<file path="src/rtl/eeg_pea_eng_pkg.sv">
`default_nettype none
// +--------------------------------------------------------------------------+
// | eeg_pea_eng_pkg : shared types and constants for the PE DIN feed          |
// | Rev 1.0                                                                   |
// +--------------------------------------------------------------------------+
package eeg_pea_eng_pkg;

    typedef enum logic [2:0] {
        FEED_IDLE  = 3'b001,
        FEED_RUN   = 3'b010,
        FEED_DRAIN = 3'b100
    } feed_state_e;

    localparam int FIFO_DEPTH = 2;
    localparam int FIFO_CNT_W = 2;

    // Packed beat layout: {act, wei, add, idx, act_lst, wei_lst}
    function automatic int beat_width(input int act_dw, input int wei_dw,
                                      input int add_aw, input int idx_dw);
        return act_dw + wei_dw + add_aw + idx_dw + 2;
    endfunction

endpackage
`default_nettype wire

</file>
<file path="src/rtl/eeg_pea_eng_feed_fifo.sv">
`default_nettype none
// +--------------------------------------------------------------------------+
// | eeg_pea_eng_feed_fifo : 2-entry FIFO with registered head, push+pop safe  |
// | Rev 1.0                                                                   |
// +--------------------------------------------------------------------------+
module eeg_pea_eng_feed_fifo
    import eeg_pea_eng_pkg::*;
#(
    parameter int DATA_W = 8
) (
    input  logic                  clk,
    input  logic                  rst_n,
    input  logic                  push_i,
    input  logic [DATA_W-1:0]     push_dat_i,
    input  logic                  pop_i,
    output logic [DATA_W-1:0]     head_o,
    output logic                  empty_o,
    output logic                  full_o,
    output logic [FIFO_CNT_W-1:0] cnt_o
);

    logic [DATA_W-1:0]     head_q;
    logic [DATA_W-1:0]     tail_q;
    logic [FIFO_CNT_W-1:0] cnt_q;
    logic                  w_pop;
    logic                  w_push;

    assign empty_o = (cnt_q == '0);
    assign full_o  = (cnt_q == FIFO_CNT_W'(FIFO_DEPTH));
    assign cnt_o   = cnt_q;
    assign head_o  = head_q;
    assign w_pop   = pop_i && !empty_o;
    assign w_push  = push_i && (!full_o || w_pop);

    always_ff @(posedge clk or negedge rst_n) begin
        if (!rst_n) begin
            head_q <= '0;
            tail_q <= '0;
            cnt_q  <= '0;
        end else if (w_push && w_pop) begin
            if (full_o) begin
                head_q <= tail_q;
                tail_q <= push_dat_i;
            end else begin
                head_q <= push_dat_i;
            end
        end else if (w_push) begin
            if (empty_o) begin
                head_q <= push_dat_i;
            end else begin
                tail_q <= push_dat_i;
            end
            cnt_q <= cnt_q + FIFO_CNT_W'(1);
        end else if (w_pop) begin
            head_q <= tail_q;
            cnt_q  <= cnt_q - FIFO_CNT_W'(1);
        end
    end

endmodule
`default_nettype wire

</file>
<file path="src/rtl/eeg_pea_eng_feed.sv">
`default_nettype none
// +--------------------------------------------------------------------------+
// | eeg_pea_eng_feed : reads ARAM/WRAM and streams act/wei beats into one PE  |
// | Rev 1.0                                                                   |
// +--------------------------------------------------------------------------+
module eeg_pea_eng_feed
    import eeg_pea_eng_pkg::*;
#(
    parameter int ACT_DW      = 8,
    parameter int WEI_DW      = 8,
    parameter int ARAM_ADD_AW = 10,
    parameter int WRAM_ADD_AW = 8,
    parameter int CONV_WEI_DW = 3
) (
    input  logic                   clk,
    input  logic                   rst_n,
    input  logic                   cfg_start_i,
    input  logic [ARAM_ADD_AW-1:0] cfg_act_base_i,
    input  logic [ARAM_ADD_AW-1:0] cfg_act_len_i,
    input  logic [CONV_WEI_DW-1:0] cfg_conv_wei_i,
    input  logic [WRAM_ADD_AW-1:0] cfg_wei_base_i,
    output logic                   is_idle_o,
    output logic                   aram_rd_ena_o,
    output logic [ARAM_ADD_AW-1:0] aram_rd_add_o,
    input  logic [ACT_DW-1:0]      aram_rd_dat_i,
    output logic                   wram_rd_ena_o,
    output logic [WRAM_ADD_AW-1:0] wram_rd_add_o,
    input  logic [WEI_DW-1:0]      wram_rd_dat_i,
    output logic                   din_vld_o,
    input  logic                   din_rdy_i,
    output logic                   act_lst_o,
    output logic                   wei_lst_o,
    output logic [ACT_DW-1:0]      act_dat_o,
    output logic [ARAM_ADD_AW-1:0] act_add_o,
    output logic [WEI_DW-1:0]      wei_dat_o,
    output logic [CONV_WEI_DW-1:0] wei_idx_o
);

    localparam int BEAT_W = beat_width(ACT_DW, WEI_DW, ARAM_ADD_AW, CONV_WEI_DW);

    feed_state_e            state_q;
    logic [ARAM_ADD_AW-1:0] act_base_q, act_len_q, a_q;
    logic [CONV_WEI_DW-1:0] conv_wei_q, t_q;
    logic [WRAM_ADD_AW-1:0] wei_base_q;

    logic                   inflight_q;
    logic                   tag_aram_q, tag_act_lst_q, tag_wei_lst_q;
    logic [ARAM_ADD_AW-1:0] tag_add_q;
    logic [CONV_WEI_DW-1:0] tag_idx_q;
    logic [ACT_DW-1:0]      act_hold_q;

    logic                   w_pop, w_issue, w_job_ok, w_last_tap, w_last_act;
    logic                   w_fifo_empty, w_fifo_full;
    logic [FIFO_CNT_W-1:0]  w_fifo_cnt;
    logic [2:0]             w_credit;
    logic [ACT_DW-1:0]      w_act;
    logic [BEAT_W-1:0]      w_push_beat, w_head;

    assign w_pop      = din_vld_o && din_rdy_i;
    assign w_job_ok   = (act_len_q != '0) && (conv_wei_q != '0);
    assign w_last_tap = (t_q == conv_wei_q - CONV_WEI_DW'(1));
    assign w_last_act = (a_q == act_len_q - ARAM_ADD_AW'(1));

    // Slots already committed: queued beats plus the read still returning, less this cycle's pop
    assign w_credit = 3'(w_fifo_cnt) + 3'(inflight_q) - 3'(w_pop);
    assign w_issue  = (state_q == FEED_RUN) && w_job_ok && (w_credit < 3'd2)
                      && !(w_fifo_full && !w_pop);

    assign aram_rd_ena_o = w_issue && (t_q == '0);
    assign aram_rd_add_o = act_base_q + a_q;
    assign wram_rd_ena_o = w_issue;
    assign wram_rd_add_o = wei_base_q + WRAM_ADD_AW'(t_q);

    assign is_idle_o = (state_q == FEED_IDLE);

    always_ff @(posedge clk or negedge rst_n) begin
        if (!rst_n) begin
            state_q    <= FEED_IDLE;
            act_base_q <= '0;
            act_len_q  <= '0;
            conv_wei_q <= '0;
            wei_base_q <= '0;
            t_q        <= '0;
            a_q        <= '0;
        end else begin
            case (state_q)
                FEED_IDLE: begin
                    if (cfg_start_i) begin
                        act_base_q <= cfg_act_base_i;
                        act_len_q  <= cfg_act_len_i;
                        conv_wei_q <= cfg_conv_wei_i;
                        wei_base_q <= cfg_wei_base_i;
                        t_q        <= '0;
                        a_q        <= '0;
                        state_q    <= FEED_RUN;
                    end
                end
                FEED_RUN: begin
                    if (!w_job_ok) begin
                        state_q <= FEED_IDLE;
                    end else if (w_issue) begin
                        if (w_last_tap) begin
                            t_q <= '0;
                            a_q <= a_q + ARAM_ADD_AW'(1);
                            if (w_last_act) begin
                                state_q <= FEED_DRAIN;
                            end
                        end else begin
                            t_q <= t_q + CONV_WEI_DW'(1);
                        end
                    end
                end
                FEED_DRAIN: begin
                    if (w_pop && act_lst_o && wei_lst_o) begin
                        state_q <= FEED_IDLE;
                    end
                end
                default: state_q <= FEED_IDLE;
            endcase
        end
    end

    // The activation is read only on tap 0; later taps reuse the held copy
    assign w_act       = tag_aram_q ? aram_rd_dat_i : act_hold_q;
    assign w_push_beat = {w_act, wram_rd_dat_i, tag_add_q, tag_idx_q, tag_act_lst_q, tag_wei_lst_q};

    always_ff @(posedge clk or negedge rst_n) begin
        if (!rst_n) begin
            inflight_q    <= 1'b0;
            tag_aram_q    <= 1'b0;
            tag_act_lst_q <= 1'b0;
            tag_wei_lst_q <= 1'b0;
            tag_add_q     <= '0;
            tag_idx_q     <= '0;
            act_hold_q    <= '0;
        end else begin
            inflight_q <= w_issue;
            if (w_issue) begin
                tag_aram_q    <= (t_q == '0);
                tag_act_lst_q <= w_last_act;
                tag_wei_lst_q <= w_last_tap;
                tag_add_q     <= aram_rd_add_o;
                tag_idx_q     <= t_q;
            end
            if (inflight_q && tag_aram_q) begin
                act_hold_q <= aram_rd_dat_i;
            end
        end
    end

    eeg_pea_eng_feed_fifo #(
        .DATA_W (BEAT_W)
    ) u_fifo (
        .clk        (clk),
        .rst_n      (rst_n),
        .push_i     (inflight_q),
        .push_dat_i (w_push_beat),
        .pop_i      (w_pop),
        .head_o     (w_head),
        .empty_o    (w_fifo_empty),
        .full_o     (w_fifo_full),
        .cnt_o      (w_fifo_cnt)
    );

    assign din_vld_o = !w_fifo_empty;
    assign {act_dat_o, wei_dat_o, act_add_o, wei_idx_o, act_lst_o, wei_lst_o} = w_head;

endmodule
`default_nettype wire
</file>
<file path="config.mk">
export PLATFORM = sky130hd
export DESIGN_NAME = eeg_pea_eng_feed
export DESIGN_NICKNAME = d
export VERILOG_FILES = /design/src/rtl/eeg_pea_eng_pkg.sv /design/src/rtl/eeg_pea_eng_feed_fifo.sv /design/src/rtl/eeg_pea_eng_feed.sv
export SDC_FILE = /design/constraint.sdc
export NUM_CORES = 1
export LEC_CHECK = 0
export CORE_ASPECT_RATIO = 1.2
export CORE_MARGIN = 4
export CORE_UTILIZATION = 40
export DETAILED_ROUTE_END_ITERATION = 10
export GPL_ROUTABILITY_DRIVEN = 0
export MAX_ROUTING_LAYER = met4
export PLACE_DENSITY_LB_ADDON = 0.1
export RECOVER_POWER = 100
export SLEW_MARGIN = 10
export SYNTH_ARGS = -nofsm -noshare
export SYNTH_HDL_FRONTEND = slang
export SYNTH_SLANG_ARGS = --single-unit
export TNS_END_PERCENT = 10
</file>
<file path="constraint.sdc">
create_clock -name clk -period 3.8 [get_ports clk]
set_clock_uncertainty 0.05 [all_clocks]
set_input_delay 0.76 -clock clk [delete_from_list [all_inputs] [get_ports clk]]
set_output_delay 0.76 -clock clk [all_outputs]
set_load 0.1 [all_outputs]
</file>
==> results_dict.tcl, run 1 <==
set metrics [dict create \
    status "finished, violations left" \
    violations "max-capacitance violations, max-slew violations" \
    ys_top_cells_by_area "dfrtp_1, nand2_1, mux2_2" \
    worstPathCellList "clkdlybuf4s50_1 -> nor2b_4 -> ha_1 -> nand2b_4 -> fa_2 -> nand3_4 -> nor3b_4 -> buf_12" \
    synth.avg_cell_area_um2 9.99 \
    drive_gt1_frac 0.136 \
    p_seq_frac 0.291 \
    synth_ff_type "dfrtp_1" \
    grt_pass1_wl_um 25100 \
    cts-root-buf "clkbuf_16" \
    fin_area_mm2 0.00868 \
    core_area_mm2 0.0163 \
    max_freq_ghz 0.271 \
    hold_viol 0 \
    start_kind "input pin" \
    fillers 1536 \
    yosys_warnings 0 \
    holdWs_ns 0.426 \
    min_period_ns 3.69 \
    synth-seq-cells 136 \
    clk_latency_ns 0.41 \
    worstPathMaxFanout 4 \
    dieArea_mm2 0.0190 \
    slew_headroom -0.493 \
    p_comb_frac 0.497 \
    layout_commonest_cell "nand2_1" \
    path_clk_slew_ns 0.06 \
    pin_count 104 \
    fin_setup_tns_ns 0 \
    antenna_left 0 \
    post-route-period-util 0.972 \
    viasPerCell 4.99 \
    track_usage 0.168 \
    async_reset_ff_frac 1.00 \
    r2r_cells 6 \
    hold_buffers 0 \
    start_util 0.412 \
    p_switching_mw 4.00 \
    syn-num-nets 748 \
    slowest_stage "fa_2" \
    yosysSeqAreaShare 0.506 \
    netlist_instances 673 \
    setup_viol 0 \
    cts.sinks 136 \
    slew_viol_final 141 \
    synth_cell_type_count 53 \
    area_delta_synth_final_pct 29.1 \
    hold_class "reg -> reg" \
    switching_share 0.479 \
    diodes 0 \
    rsz0062_at_grt "false" \
    timing.final.ws_setup_ns 0.105 \
    cts_tree "built" \
    holdPathStages 2 \
    cts_buffers 17 \
    placed_area_mm2 0.00807 \
    multiInputGateArea_mm2 0.00316 \
    syn-cell-area_mm2 0.00672 \
    cts.path.max_buffers 2 \
    port_buffers 103 \
    worstPathArrival_ns 2.88 \
    routedWlPerCell_um 14.9 \
    path_class "in -> out" \
    antenna_found_initial 0 \
    die_h_um 150 \
    crit_required_ns 2.99 \
    synth-edff-count 0 \
    first_iter_violations 224 \
    overflow 0 \
    p_leak_nw 3.91 \
    pwr-share-clk 0.212 \
    seq_area_mm2 0.00340 \
    first_global_vias 5177 \
    drc 0 \
    rows 51 \
    worstMarginPinSlew_ns 2.24 \
    synth_area_leader_cell "dfrtp_1" \
    p_int_mw 4.35 \
    p_total_mw 8.34 \
    firstDrtPassIters 4 \
    h-tree-depth 4 \
    die_w_um 126 \
    cp-end-kind "output port" \
    ir_drop_uv 595 \
    dp_slack_ns -0.0900 \
    maxCapViolations 2 \
    hpwl_um 10700 \
    drt_wl_total_um 15000 \
    final_cell_mix "nand2_1, dfrtp_1, clkdlybuf4s50_1, o21ai_0, mux2i_1" \
    route.vias.total 5017 \
    grt_max_degree 91 \
    max_stage_delay_ns 0.57 \
    power_density_mw_per_mm2 961 \
    fin_nets 855 \
    synth_top_area_share 0.503 \
]
sequential cells by signal, summed over array words and instances, names as in the netlist:
name           cells
t_q                3
u_fifo.tail_q     31
wei_base_q         8
act_base_q        10
tag_aram_q         1
inflight_q         1
tag_wei_lst_q      1
u_fifo.head_o     31
conv_wei_q         3
tag_act_lst_q      1
act_len_q         10
state_q            3
tag_idx_q          3
a_q               10
act_hold_q         8
tag_add_q         10
u_fifo.cnt_o       2
cell usage after synthesis, types with 4 or more instances:
cell      number
a211o_1        4
a21o_1         4
a21oi_1       11
buf_2          5
clkbuf_1      23
dfrtp_1      135
ha_1          21
inv_1         20
mux2_2        32
mux2i_1       32
nand2_1      169
nand2b_1       6
nand3_1       10
nand4_1        4
nor2_1        19
nor2b_1        6
o21a_1         4
o21ai_0       70
o31ai_1        5
or3_1          5
or4_1          5
xnor2_1       20
xor2_1        15
worst max-delay path: cells and delay by family:
| kind | cells | cell delay (ns) |
|---|---|---|
| simple gates | 4 | 0.64 |
| fa+ha+maj | 2 | 0.80 |
| buf+inv | 2 | 0.68 |
through the flow:
stage | instances | utilization
final | 1005 | 0.531
after global placement | 972 | 0.494
after detailed placement | 972 | 0.494
after global routing | 1005 | 0.531
after floorplan | 673 | -
after CTS | 1005 | 0.534
routing by layer:
layer | GRT usage | vias up | share of wire
met5 | - | - | 0
met4 | 0.0456 | 0 | 0.012
met3 | 0.0403 | 16 | 0.043
met2 | 0.274 | 108 | 0.49
met1 | 0.210 | 2386 | 0.45
li1 | - | 2507 | -
worst paths after layout:
check                                  from                 to  slack [ns]
max                               din_rdy_i      aram_rd_ena_o        0.11
max reg2reg                      state_q[0]             a_q[6]        0.42
min                        u_fifo.head_o[5]   u_fifo.head_o[5]        0.43
max in group asynchronous             rst_n      act_hold_q[5]        0.63
min in group asynchronous             rst_n  u_fifo.head_o[13]        0.94
min reg2reg                u_fifo.head_o[5]   u_fifo.head_o[5]        0.43
area by class of cell:
type	count	area share
inverter	21	0.00908
tap	212	0.0306
sequential	136	0.392
multi-input combinational	485	0.365
clock inverter	11	0.0196
clock buffer	21	0.0542
timing repair buffer	119	0.130
power groups by stage:
stage                     registers, mW  logic, mW  clock network, mW
after floorplan                    3.25       2.33                  0
after detailed placement           2.46       4.17                  0
final                              2.43       4.15               1.77
after CTS                          2.43       4.20               1.81
after global routing               2.52       4.43               1.86
after global placement             2.42       4.11                  0
logic make-up (layout without fill, tap and decap cells):
logic type / count (synthesis) / count (layout) / share of synthesized area
AO/OA/AOI/OAI: 117 / 117 / 0.103
XOR/XNOR: 36 / 36 / 0.0489
adder cells (fa/ha/maj): 24 / 24 / 0.0480
buffers and inverters: 52 / 172 / 0.0316
flip-flops: 136 / 136 / 0.506
multiplexers: 67 / 67 / 0.106
AND/OR/NAND/NOR: 241 / 241 / 0.156
repair_timing:
item / 4_1_cts / 5_1_grt
buffers inserted: 1 / 0
pin swaps: 2 / 3
endpoints found under the setup margin: 2 / 2
gates resized for setup: 3 / 5
(Power assumes the default switching activity.)
==> run 2: changes to the inputs <==
--- a/config.mk
+++ b/config.mk
@@ -8,11 +8,14 @@
 export CORE_ASPECT_RATIO = 1.2
 export CORE_MARGIN = 4
 export CORE_UTILIZATION = 40
+export CTS_BUF_LIST = sky130_fd_sc_hd__clkbuf_8
+export CTS_CLUSTER_SIZE = 12
 export DETAILED_ROUTE_END_ITERATION = 10
 export GPL_ROUTABILITY_DRIVEN = 0
 export MAX_ROUTING_LAYER = met4
 export PLACE_DENSITY_LB_ADDON = 0.1
 export RECOVER_POWER = 100
+export SETUP_SLACK_MARGIN = 0.4
 export SLEW_MARGIN = 10
 export SYNTH_ARGS = -nofsm -noshare
 export SYNTH_HDL_FRONTEND = slang
==> run 2 against run 1 <==
  * The flow still finishes with violations (max-capacitance violations, max-slew violations)
  * Cell area fell by 1.5%
  * Sequential share of layout area rose by 0.68 points
  * Global-route usage rose by 0.11 points
  * Utilization fell by 0.80 points
  * Non-clock buffer count rose by 10
  * Critical path depth did not move
  * Clock power fell by 25%
==> results_dict.tcl, run 2 (synthesized netlist as in run 1, its figures left out) <==
set metrics [dict create \
    overflow 0 \
    violations "max-capacitance violations, max-slew violations" \
    hold_class "reg -> reg" \
    h-tree-depth 4 \
    fillers 1572 \
    fin_nets 865 \
    track_usage 0.169 \
    cts.sinks 136 \
    cts_tree "built" \
    hold_buffers 0 \
    layout_commonest_cell "nand2_1" \
    hold_viol 0 \
    p_comb_frac 0.524 \
    die_h_um 150 \
    firstDrtPassIters 4 \
    cts-root-buf "clkbuf_8" \
    dp_slack_ns -0.0900 \
    path_class "in -> out" \
    drc 0 \
    routedWlPerCell_um 14.8 \
    rsz0062_at_grt "true" \
    grt_pass1_wl_um 25200 \
    hpwl_um 10700 \
    rows 51 \
    first_global_vias 5175 \
    p_switching_mw 3.95 \
    timing.final.ws_setup_ns 0.298 \
    fin_setup_tns_ns 0 \
    drive_gt1_frac 0.151 \
    status "finished, violations left" \
    core_area_mm2 0.0163 \
    max_freq_ghz 0.286 \
    cts.path.max_buffers 2 \
    dieArea_mm2 0.0190 \
    final_cell_mix "nand2_1, dfrtp_1, o21ai_0, clkdlybuf4s50_1" \
    start_util 0.412 \
    clk_latency_ns 0.44 \
    power_density_mw_per_mm2 918 \
    cts_buffers 17 \
    p_seq_frac 0.306 \
    slew_viol_final 90 \
    p_int_mw 3.89 \
    setup_viol 0 \
    first_iter_violations 200 \
    crit_required_ns 2.99 \
    pwr-share-clk 0.170 \
    pin_count 104 \
    viasPerCell 4.98 \
    post-route-period-util 0.922 \
    start_kind "input pin" \
    area_delta_synth_final_pct 27.2 \
    worstPathArrival_ns 2.69 \
    final_util 0.523 \
    diodes 0 \
    maxCapViolations 1 \
    worstPathMaxFanout 4 \
    switching_share 0.504 \
    p_leak_nw 3.91 \
    path_clk_slew_ns 0.08 \
    ir_drop_uv 530 \
    port_buffers 103 \
    antenna_left 0 \
    grt_max_degree 91 \
    slew_headroom -0.530 \
    die_w_um 126 \
    worstMarginPinSlew_ns 2.30 \
    min_period_ns 3.50 \
    drt_wl_total_um 15100 \
    cp-end-kind "output port" \
    antenna_found_initial 0 \
    route.vias.total 5056 \
]
## run 2: cell types whose count changed in the layout (fill, tap and decap cells not counted), sizes merged
cell	change
inv	+1
dlygate4sd3	+31
clkdlybuf4s50	-32
buf	-7
clkbuf	+16
clkdlybuf4s15	+1
## run 2: layout make-up
cell class | count | area [µm²] | area share
well taps | 212 | 265 | 0.0310
repair buffers | 129 | 1160 | 0.136
clock inverters | 12 | 174 | 0.0203
inverters | 21 | 78.8 | 0.00922
multi-input cells | 485 | 3180 | 0.373
clock buffers | 20 | 275 | 0.0322
flip-flops and latches | 136 | 3410 | 0.399
## run 2: metal layers
layer  part of all wire  up-vias  GRT usage
met5                  0        -          -
met4              0.012        0     0.0499
met3              0.039       18     0.0400
met2               0.49      111      0.275
met1               0.46     2399      0.211
li1                   -     2528          -
## run 2: path summary, 6_finish.rpt
check | slack (ns) | from | cells past startpoint | to
setup / recovery | 0.30 | din_rdy_i | 8 | aram_rd_ena_o
hold / removal | 0.43 | u_fifo.head_o[5] | 2 | u_fifo.head_o[5]
setup reg to reg | 0.52 | u_fifo.cnt_o[0] | 9 | u_fifo.head_o[4]
max in group asynchronous | 1.22 | rst_n | 1 | a_q[2]
hold reg to reg | 0.43 | u_fifo.head_o[5] | 2 | u_fifo.head_o[5]
min in group asynchronous | 0.92 | rst_n | 1 | u_fifo.head_o[13]
## run 2: timing repair
action / 4_1_cts / 5_1_grt
endpoints found under the setup margin: 5 / 7
pin swaps: 5 / 9
buffers inserted: 6 / 5
hold endpoints to repair: 0 / 0
gates resized for setup: 19 / 10
## run 2: critical path, stage by stage
cell and delay [ns]:
clkdlybuf4s15_1 0.18, nor2b_4 0.17, ha_4 0.20, nand2b_1 0.15, fa_2 0.54, nand3_1 0.16, nor3b_2 0.31, buf_12 0.21
## run 2: power groups by stage
stage / registers (mW) / clock network [mW] / logic [mW]
final: 2.40 / 1.33 / 4.11
after global routing: 2.49 / 1.43 / 4.39
after CTS: 2.42 / 1.37 / 4.29
after detailed placement: 2.46 / 0 / 4.17
after global placement: 2.42 / 0 / 4.11
after floorplan: 3.25 / 0 / 2.33
## run 2: metrics by stage
stage	power [mW]	hold slack (ns)	cell area, µm²	instances
2_1_floorplan	5.58	0.395	6740	673
3_3_place_gp	6.53	0.407	8070	972
3_5_place_dp	6.63	0.416	8070	972
4_1_cts	8.09	0.348	8630	1010
5_1_grt	8.31	0.454	8550	1015
6_report	7.84	0.425	8550	1015
==> run 3: changes to the inputs <==
--- a/config.mk
+++ b/config.mk
@@ -11,10 +11,11 @@
 export CTS_BUF_LIST = sky130_fd_sc_hd__clkbuf_8
 export CTS_CLUSTER_SIZE = 12
 export DETAILED_ROUTE_END_ITERATION = 10
+export DONT_BUFFER_PORTS = 1
 export GPL_ROUTABILITY_DRIVEN = 0
 export MAX_ROUTING_LAYER = met4
 export PLACE_DENSITY_LB_ADDON = 0.1
-export RECOVER_POWER = 100
+export RECOVER_POWER = 25
 export SETUP_SLACK_MARGIN = 0.4
 export SLEW_MARGIN = 10
 export SYNTH_ARGS = -nofsm -noshare
==> run 3 against run 2 <==
  * The run ends with negative hold slack left
  * Critical path depth stayed put
  * Cell area fell by 9.2%
  * Final cell count decreased by 9.7%
  * Via count down 8.3%
  * Critical endpoint unchanged
==> results_dict.tcl, run 3 (synthesized netlist as in run 1, its figures left out) <==
set metrics [dict create \
    placed_cells 879 \
    timing.final.ws_setup_ns 0.429 \
    final_cells 917 \
    start_util 0.412 \
    use_met1 0.207 \
    hold_class "in -> async" \
    track_usage 0.165 \
    diodes 0 \
    die_w_um 126 \
    violations "negative hold slack" \
    start_kind "register" \
    max_freq_ghz 0.297 \
    overflow 0 \
    dieArea_mm2 0.0190 \
    drt_wl_total_um 14600 \
    area_delta_synth_final_pct 15.5 \
    drive_gt1_frac 0.190 \
    worstPathCellList "nor2_4 -> nor2b_2 -> ha_1 -> nand2b_4 -> fa_2 -> nand3_4 -> nor3b_4 -> buf_12" \
    drc 0 \
    slew_viol_final 0 \
    first_global_vias 4764 \
    dp_slack_ns 0.427 \
    cts.sinks 136 \
    maxCapViolations 0 \
    core_area_mm2 0.0163 \
    first_iter_violations 209 \
    rows 51 \
    firstDrtPassIters 4 \
    route.vias.total 4638 \
    cp-startpoint "u_fifo.cnt_o[1]" \
    grt_busiest_layer "met2" \
    global_route.usage.met3 0.0571 \
    min_period_ns 3.37 \
    die_h_um 150 \
    grt.met2_usage 0.255 \
    worstPathArrival_ns 2.56 \
    cp-end-kind "output port" \
    antenna_found_initial 0 \
    hold_viol 135 \
    status "finished, violations left" \
    grt_max_degree 137 \
    cts_buffers 17 \
    slew_headroom 0.341 \
    path_buf_inv 1 \
    slowest_stage "fa_2" \
    h-tree-depth 4 \
    cts_tree "built" \
    path_delay_family "adder cells" \
    crit_required_ns 2.99 \
    viasPerCell 5.06 \
    cts-root-buf "clkbuf_8" \
    fillers 1601 \
    fin_nets 767 \
    post-route-period-util 0.887 \
    final_cell_mix "nand2_1, dfrtp_1, o21ai_0, mux2i_1, mux2_2" \
    regToRegSetupSlack_ns 0.98 \
    grt_pass1_wl_um 24400 \
    path_clk_slew_ns 0.08 \
    clk_latency_ns 0.44 \
    worstMarginPinSlew_ns 0.988 \
    rsz0062_at_grt "true" \
    cts.path.max_buffers 2 \
    antenna_left 0 \
    reg2reg_from "u_fifo.cnt_o[1]" \
    layout_commonest_cell "nand2_1" \
    port_buffers 0 \
    routedWlPerCell_um 15.9 \
    pin_count 104 \
    max_stage_delay_ns 0.56 \
    path_class "reg -> out" \
    hpwl_um 10200 \
    final_util 0.475 \
    worstPathMaxFanout 4 \
    setup_viol 0 \
    holdWs_ns -0.0471 \
]
## run 3: changes by cell type in the layout (fill, tap and decap cells not counted), moves of 8 or more
cell / change
buf_4: +8
clkbuf_1: -14
clkbuf_2: -12
clkdlybuf4s50_1: -48
dlygate4sd3_1: -31
xnor2_1: -9
xnor2_2: +9
## run 3: per-stage QoR
step	setup TNS, ns	instance area [µm²]
after floorplan	-0.154	6740
after global placement	0	7210
after detailed placement	0	7210
after CTS	0	7730
after global routing	0	7760
final	0	7760
## run 3: final timing paths
| check | end | depth (start not counted) |
|---|---|---|
| setup / recovery | aram_rd_ena_o | 8 |
| hold / removal | u_fifo.head_o[15] | 0 |
| setup reg to reg | state_q[1] | 10 |
| hold reg to reg | u_fifo.tail_q[23] | 2 |
| max in group asynchronous | state_q[0] | 0 |
| min in group clk | act_base_q[6] | 2 |
## run 3: what timing repair did
item	4_1_cts	5_1_grt
endpoints found under the hold margin	135	135
resized for setup	18	10
setup buffers	5	1
endpoints found under the setup margin	6	7
pin swaps	4	4
## run 3: layer usage
metal | routed length (µm) | vias to the layer above
met5 | 0 | -
met4 | 198 | 0
li1 | - | 2338
met1 | 6810 | 2190
met3 | 729 | 19
met2 | 6860 | 91
## run 3: area by class of cell
type / instances / area, µm² / area share
timing repair buffer: 31 / 293 / 0.0377
tap: 212 / 265 / 0.0342
inverter: 21 / 78.8 / 0.0102
clock inverter: 15 / 179 / 0.0230
sequential: 136 / 3410 / 0.439
multi-input combinational: 485 / 3300 / 0.425
clock buffer: 17 / 234 / 0.0301
Power of run 3 is not shown: default switching activity piles up to over one toggle a cycle in this logic, so the estimate is an artifact.
